File: src/rtl/axi_lite_pkg.sv
// Shared AXI4-Lite response codes and the initiator/slave-side FSM state encoding.
package axi_lite_pkg;

    localparam logic [1:0] RESP_OKAY   = 2'b00;
    localparam logic [1:0] RESP_EXOKAY = 2'b01;
    localparam logic [1:0] RESP_SLVERR = 2'b10;
    localparam logic [1:0] RESP_DECERR = 2'b11;

    typedef enum logic [2:0] {
        ST_IDLE    = 3'd0,
        ST_WR_REQ  = 3'd1,
        ST_WR_RESP = 3'd2,
        ST_RD_REQ  = 3'd3,
        ST_RD_DATA = 3'd4,
        ST_RSP     = 3'd5
    } state_t;

endpackage

File: src/rtl/axi_lite_master.sv
// Single-outstanding AXI4-Lite initiator: local cmd/rsp handshake to AW/W/B and AR/R channels,
// reporting the slave response code and a saturating command latency.
module axi_lite_master
    import axi_lite_pkg::*;
#(
    parameter int DW   = 32,
    parameter int AW   = 32,
    parameter int LATW = 16
) (
    input  logic            ACLK,
    input  logic            ARESETn,
    input  logic            cmd_valid,
    output logic            cmd_ready,
    input  logic            cmd_write,
    input  logic [AW-1:0]   cmd_addr,
    input  logic [DW-1:0]   cmd_wdata,
    input  logic [DW/8-1:0] cmd_wstrb,
    output logic            rsp_valid,
    input  logic            rsp_ready,
    output logic [DW-1:0]   rsp_rdata,
    output logic [1:0]      rsp_resp,
    output logic [LATW-1:0] rsp_lat,
    output logic            AWVALID,
    output logic [AW-1:0]   AWADDR,
    input  logic            AWREADY,
    output logic            WVALID,
    output logic [DW-1:0]   WDATA,
    output logic [DW/8-1:0] WSTRB,
    input  logic            WREADY,
    input  logic            BVALID,
    input  logic [1:0]      BRESP,
    output logic            BREADY,
    output logic            ARVALID,
    output logic [AW-1:0]   ARADDR,
    input  logic            ARREADY,
    input  logic            RVALID,
    input  logic [DW-1:0]   RDATA,
    input  logic [1:0]      RRESP,
    output logic            RREADY
);

    localparam logic [LATW-1:0] LAT_ONE = {{(LATW-1){1'b0}}, 1'b1};
    localparam logic [LATW-1:0] LAT_MAX = {LATW{1'b1}};

    state_t          state_reg;
    logic            aw_done_reg;
    logic            w_done_reg;
    logic            aw_fire;
    logic            w_fire;
    logic [LATW-1:0] lat_next;

    assign aw_fire  = AWVALID & AWREADY;
    assign w_fire   = WVALID & WREADY;
    // The accept cycle itself counts as 1, so the counter runs from accept through the B/R edge.
    assign lat_next = (rsp_lat == LAT_MAX) ? rsp_lat : rsp_lat + LAT_ONE;

    always_ff @(posedge ACLK or negedge ARESETn) begin
        if (!ARESETn) begin
            state_reg   <= ST_IDLE;
            aw_done_reg <= 1'b0;
            w_done_reg  <= 1'b0;
            cmd_ready   <= 1'b1;
            rsp_valid   <= 1'b0;
            rsp_rdata   <= '0;
            rsp_resp    <= RESP_OKAY;
            rsp_lat     <= '0;
            AWVALID     <= 1'b0;
            AWADDR      <= '0;
            WVALID      <= 1'b0;
            WDATA       <= '0;
            WSTRB       <= '0;
            BREADY      <= 1'b0;
            ARVALID     <= 1'b0;
            ARADDR      <= '0;
            RREADY      <= 1'b0;
        end else begin
            case (state_reg)
                ST_IDLE: begin
                    if (cmd_valid) begin
                        cmd_ready <= 1'b0;
                        rsp_lat   <= LAT_ONE;
                        if (cmd_write) begin
                            AWADDR      <= cmd_addr;
                            WDATA       <= cmd_wdata;
                            WSTRB       <= cmd_wstrb;
                            AWVALID     <= 1'b1;
                            WVALID      <= 1'b1;
                            aw_done_reg <= 1'b0;
                            w_done_reg  <= 1'b0;
                            state_reg   <= ST_WR_REQ;
                        end else begin
                            ARADDR    <= cmd_addr;
                            ARVALID   <= 1'b1;
                            state_reg <= ST_RD_REQ;
                        end
                    end
                end
                ST_WR_REQ: begin
                    rsp_lat <= lat_next;
                    if (aw_fire) begin
                        AWVALID     <= 1'b0;
                        aw_done_reg <= 1'b1;
                    end
                    if (w_fire) begin
                        WVALID     <= 1'b0;
                        w_done_reg <= 1'b1;
                    end
                    if ((aw_done_reg | aw_fire) & (w_done_reg | w_fire)) begin
                        BREADY    <= 1'b1;
                        state_reg <= ST_WR_RESP;
                    end
                end
                ST_WR_RESP: begin
                    rsp_lat <= lat_next;
                    if (BVALID) begin
                        rsp_resp  <= BRESP;
                        rsp_rdata <= '0;
                        BREADY    <= 1'b0;
                        rsp_valid <= 1'b1;
                        state_reg <= ST_RSP;
                    end
                end
                ST_RD_REQ: begin
                    rsp_lat <= lat_next;
                    if (ARREADY) begin
                        ARVALID   <= 1'b0;
                        RREADY    <= 1'b1;
                        state_reg <= ST_RD_DATA;
                    end
                end
                ST_RD_DATA: begin
                    rsp_lat <= lat_next;
                    if (RVALID) begin
                        rsp_rdata <= RDATA;
                        rsp_resp  <= RRESP;
                        RREADY    <= 1'b0;
                        rsp_valid <= 1'b1;
                        state_reg <= ST_RSP;
                    end
                end
                ST_RSP: begin
                    if (rsp_ready) begin
                        rsp_valid <= 1'b0;
                        cmd_ready <= 1'b1;
                        state_reg <= ST_IDLE;
                    end
                end
                default: state_reg <= ST_IDLE;
            endcase
        end
    end

endmodule

File: config.mk
export PLATFORM = sky130hd
export DESIGN_NAME = axi_lite_master
export DESIGN_NICKNAME = d
export VERILOG_FILES = /design/src/rtl/axi_lite_pkg.sv /design/src/rtl/axi_lite_master.sv
export SDC_FILE = /design/constraint.sdc
export NUM_CORES = 1
export LEC_CHECK = 0
export BUFFER_PORTS_ARGS = -buffer_cell sky130_fd_sc_hd__buf_2
export CORE_ASPECT_RATIO = 1.2
export CORE_MARGIN = 2
export CORE_UTILIZATION = 40
export CTS_CLUSTER_SIZE = 40
export DETAILED_ROUTE_END_ITERATION = 10
export PLACE_DENSITY = 0.69
export SYNTH_ARGS = -nofsm -noshare
export SYNTH_HDL_FRONTEND = slang
export SYNTH_SLANG_ARGS = --single-unit
File: constraint.sdc
create_clock -name ACLK -period 2.5 [get_ports ACLK]
set_clock_uncertainty 0.2 [all_clocks]
set_input_delay 0.625 -clock ACLK [delete_from_list [all_inputs] [get_ports ACLK]]
set_output_delay 0.625 -clock ACLK [all_outputs]
set_load 0.1 [all_outputs]
After elaboration in Yosys (flattened, before gate mapping)
Cells that the tools add are included.
{"block": "word_totals", "regBits": 162, "input_bits": 114, "wordCells": 109}
{"block": "classes", "addsub": 1, "n_eq_ne": 17, "n_mux": 46, "bitwise": 6, "reduce_logical": 22}
{"operator": "2-to-1 mux 32 bit", "n": 2}
{"operator": "one-hot mux 32 bit (2 select lines)", "n": 1}
{"operator": "2-to-1 mux 16 bit", "n": 2}
{"operator": "one-hot mux 16 bit (2 select lines)", "n": 1}
{"operator": "inequality test 2 bit (second input constant)", "n": 11}
{"operator": "AND reduction 3 bit", "n": 7}
{"operator": "2-to-1 mux 1 bit", "n": 20}
{"operator": "2-to-1 mux 3 bit", "n": 6}
{"operator": "one-hot mux 3 bit (6 select lines)", "n": 1}
{"operator": "adder 16 x 1 -> 16 bit (second input constant)", "n": 1}
{"operator": "equality test 16 bit (second input constant)", "n": 1}
{"operator": "one-hot mux 1 bit (2 select lines)", "n": 8}
{"operator": "AND reduction 4 bit", "n": 4}
{"operator": "nonzero test 2 bit", "n": 7}
{"operator": "equality test 3 x 2 -> 1 bit (second input constant)", "n": 2}
{"operator": "equality test 3 bit (second input constant)", "n": 2}
{"operator": "2-to-1 mux 2 bit", "n": 3}
{"operator": "AND reduction 6 bit", "n": 1}
{"operator": "one-hot mux 2 bit (2 select lines)", "n": 1}
{"operator": "OR reduction 4 bit", "n": 1}
{"operator": "bitwise AND 1 bit", "n": 3}
{"operator": "equality test 3 x 1 -> 1 bit (second input constant)", "n": 1}
{"operator": "zero test 3 bit", "n": 1}
{"operator": "one-hot mux 1 bit (3 select lines)", "n": 1}
{"operator": "other kinds (3)", "n": 4}

Longest topological paths before layout
{"block": "logic_depth", "depth_word": 5, "ltp_mapped": 6}

Worst setup path before layout
OpenSTA, ideal clock, no wires.
{"block": "synth_timing", "path_type": "flip-flop to flip-flop", "startpoint": "register rsp_lat[0]", "endpoint": "register rsp_lat[3]", "setup_ns": 0.085, "arrival_time_ns": 2.591, "required_ns": 2.215, "slack_ns": -0.376, "path_stages_with_launch": 7, "path_buffers": 1, "period_less_slack_ns": 2.876, "cell_sequence": "dfrtp_1 ha_1 nand3_1 or4_4 buf_6 a211o_1 a31oi_1"}
{"block": "synth_via", "elab_chain_len": 3}
{"item": "start: declaration", "line": "axi_lite_master.sv:22", "source": "output logic [LATW-1:0] rsp_lat,"}
{"item": "start signal: assignment", "line": "axi_lite_master.sv:99", "source": "rsp_lat <= lat_next;"}
{"item": "start signal: assignment", "line": "axi_lite_master.sv:114", "source": "rsp_lat <= lat_next;"}
{"item": "start signal: assignment", "line": "axi_lite_master.sv:124", "source": "rsp_lat <= lat_next;"}
{"item": "adder 16 x 1 -> 16 bit or equality test 16 bit (tied branches)", "line": "axi_lite_master.sv:55", "source": "assign lat_next = (rsp_lat == LAT_MAX) ? rsp_lat : rsp_lat + LAT_ONE;"}
{"item": "2-to-1 mux 16 bit or inequality test 2 bit (tied branches)"}
{"item": "one-hot mux 16 bit (2 select lines) or AND reduction 3 bit (tied branches)"}
Several ways; a longest one is shown, not always the timed one. The select of a mux whose other input is x is not followed.
A chain may end at the register's enable or synchronous reset.

Final worst setup path
Same ends and word-level chain as after synthesis.

==> results_dict.tcl <==
set metrics [dict create \
    status "completed" \
    synth_top_area_share_pct 61.7 \
    drc 0 \
    final.setup.tns_ps 0 \
    start_kind "flop" \
    fmax_ghz 0.441 \
    layout-drive-gt1-share_pct 58.2 \
    crit_type "reg -> reg" \
    fin_nets 872 \
    drt_iter0_markers 339 \
    final_area_um2 8900 \
    fill_cells 1422 \
    grtUsageMet2_pct 34.3 \
    cts_resized 0 \
    dp.cells 949 \
    hpwl_um 12600 \
    ant_nets 0 \
    syn_inst 474 \
    grt_pass1_vias 5223 \
    tightestPinTransition_ps 702 \
    die_area_um2 17400 \
    synth.distinct_cells 49 \
    whs_endpoint "rsp_rdata[31]" \
    period_share_pct 90.7 \
    cp_max_fo 9 \
    boundaryPins 271 \
    insertion_delay_ps 410 \
    top_usage_layer "met2" \
    grt_pass1_wl_um 26200 \
    vias 5051 \
    reg2regPathDepth 5 \
    grt.overflow.total 0 \
    cts_tree "built" \
    synthFlopType "dfrtp_1" \
    use_met3_pct 4.93 \
    setup_viol 0 \
    syn_area_um2 6530 \
    wl_per_cell_um 17.0 \
    worst_hold_path.num_cells 2 \
    max_cap_viol_count 0 \
    multi_input_area_um2 2330 \
    hp-start "RDATA[31]" \
    relSlewSlack_pct 53.0 \
    cts_buffer_depth 2 \
    reg2reg_slack_ps 230 \
    seq_area_frac_synth_pct 62.1 \
    synth-seq-cells 162 \
    setup_ws_ps 233 \
    min_path_type "in -> reg" \
    area_growth_pct 36.2 \
    grt_use_total_pct 19.5 \
    cts_buffers 17 \
    synth_nets 589 \
    yosys-top-cells-area "dfrtp_1 62%, mux2_2 18%, a22o_1 4.4%, a31oi_1 2.0%, o21ai_0 1.1%" \
    die_h_um 144 \
    cp_data_arrival_time_ps 2400 \
    drtPass1Iterations 4 \
    yosys.cell_count.top_type "dfrtp_1" \
    ys_top_cells_by_count "161 x dfrtp_1, 102 x mux2_2, 33 x a22o_1" \
    slowest_delay_ps 660 \
    end_kind "flop" \
    slowest_stage "or4_4" \
    maxSlewViolCount 0 \
    synth_top_area_cell "dfrtp_1" \
    fin_crit_ps 2270 \
    seqCellArea_um2 4080 \
    via_per_inst 5.13 \
    synth_edf_count 0 \
    wl_um 16800 \
    cts.sinks 162 \
    avgSynthCellArea_um2 13.8 \
    ys_warn_count 0 \
    fin_cells 984 \
    rsz0062_at_grt "false" \
    coreArea_um2 16100 \
    grt_max_degree 50 \
    gr-usage-met1_pct 21.9 \
    hold_viol_final 0 \
    crit_required_ps 2630 \
    async_reset_ff_share_pct 100 \
    path_cells "ha_1, nand3_1, or4_4, a211o_1, a31oi_1" \
    die_x_um 121 \
    antenna_found_initial 4 \
    reg2reg_from "rsp_lat[0]" \
    cts-htree-levels 4 \
    routabilityCongestion 0.852 \
    r2r-end "rsp_lat[3]" \
    placed_area_um2 8300 \
    clkTransAtPathRegs_ps 60 \
    placementRows 51 \
    port-buffer-count 270 \
    start_util_pct 40.6 \
    cts-root-buf "clkbuf_16" \
    detailedPlace.worstSlack_ps 225 \
]
## per-stage QoR
stage | util [%] | hold WS (ps)
2_1_floorplan | - | 129
4_1_cts | 55.3 | 196
6_report | 55.3 | 218
3_5_place_dp | 51.6 | 276
3_3_place_gp | 51.6 | 269
5_1_grt | 55.3 | 204
## logic make-up after synthesis
| kind of cell | share of synthesized area, % |
|---|---|
| AO/OA/AOI/OAI | 11.1 |
| multiplexers | 18.0 |
| flip-flops | 62.1 |
| buffers and inverters | 2.62 |
| adder cells (fa/ha/maj) | 0.192 |
| AND/OR/NAND/NOR | 5.94 |
## worst max-delay path by stage
stage,from,endpoint,slack (ps)
final,rsp_lat[0],rsp_lat[3],230
after global routing,rsp_lat[0],rsp_lat[3],110
after CTS,rsp_lat[0],rsp_lat[3],250
after detailed placement,cmd_valid,ARADDR[11],220
after global placement,rsp_lat[0],rsp_lat[3],280
after floorplan,rsp_lat[11],rsp_lat[3],30
## cell usage in the layout (no fill, tap or decap), drive strengths merged, types with 3 or more instances in the layout
master	instances
buf	292
dfrtp	161
mux2	102
a22o	33
clkbuf	23
a31oi	21
o21ai	16
nand2	12
nor2	12
a21oi	12
inv	12
nand3	9
nand4	8
and3	5
nor3	4
o211ai	4
mux2i	3
nand2b	3
clkinvlp	3
## critical path, delay by kind of cell, from the launching register on
kind                       cells  cell delay [ps]
and+or+nand+nor                2              910
DFF                            1              440
AOI/OAI and AO/OA              2              430
adders and majority gates      1              210
## layer usage
layer	wire length, µm	vias to the layer above	share of wire (%)
met4	457	0	2.7
li1	-	2324	-
met5	0	-	0
met1	6290	2497	38
met2	8940	196	53
met3	1080	34	6.4
## repair_timing
item	in CTS	in global routing
buffers inserted	0	0
hold buffers	1	0
hold endpoints to repair	44	0
## area by class of cell
| class | count | area share (%) |
|---|---|---|
| tap | 212 | 2.98 |
| multi-input combinational | 274 | 26.2 |
| clock buffer | 23 | 5.48 |
| clock inverter | 9 | 1.07 |
| timing repair buffer | 293 | 18.1 |
| sequential | 162 | 45.8 |
| antenna | 2 | 0.0562 |
| inverter | 9 | 0.380 |
Power is not shown: default switching activity piles up to over one toggle a cycle in this logic, so the estimate is an artifact.
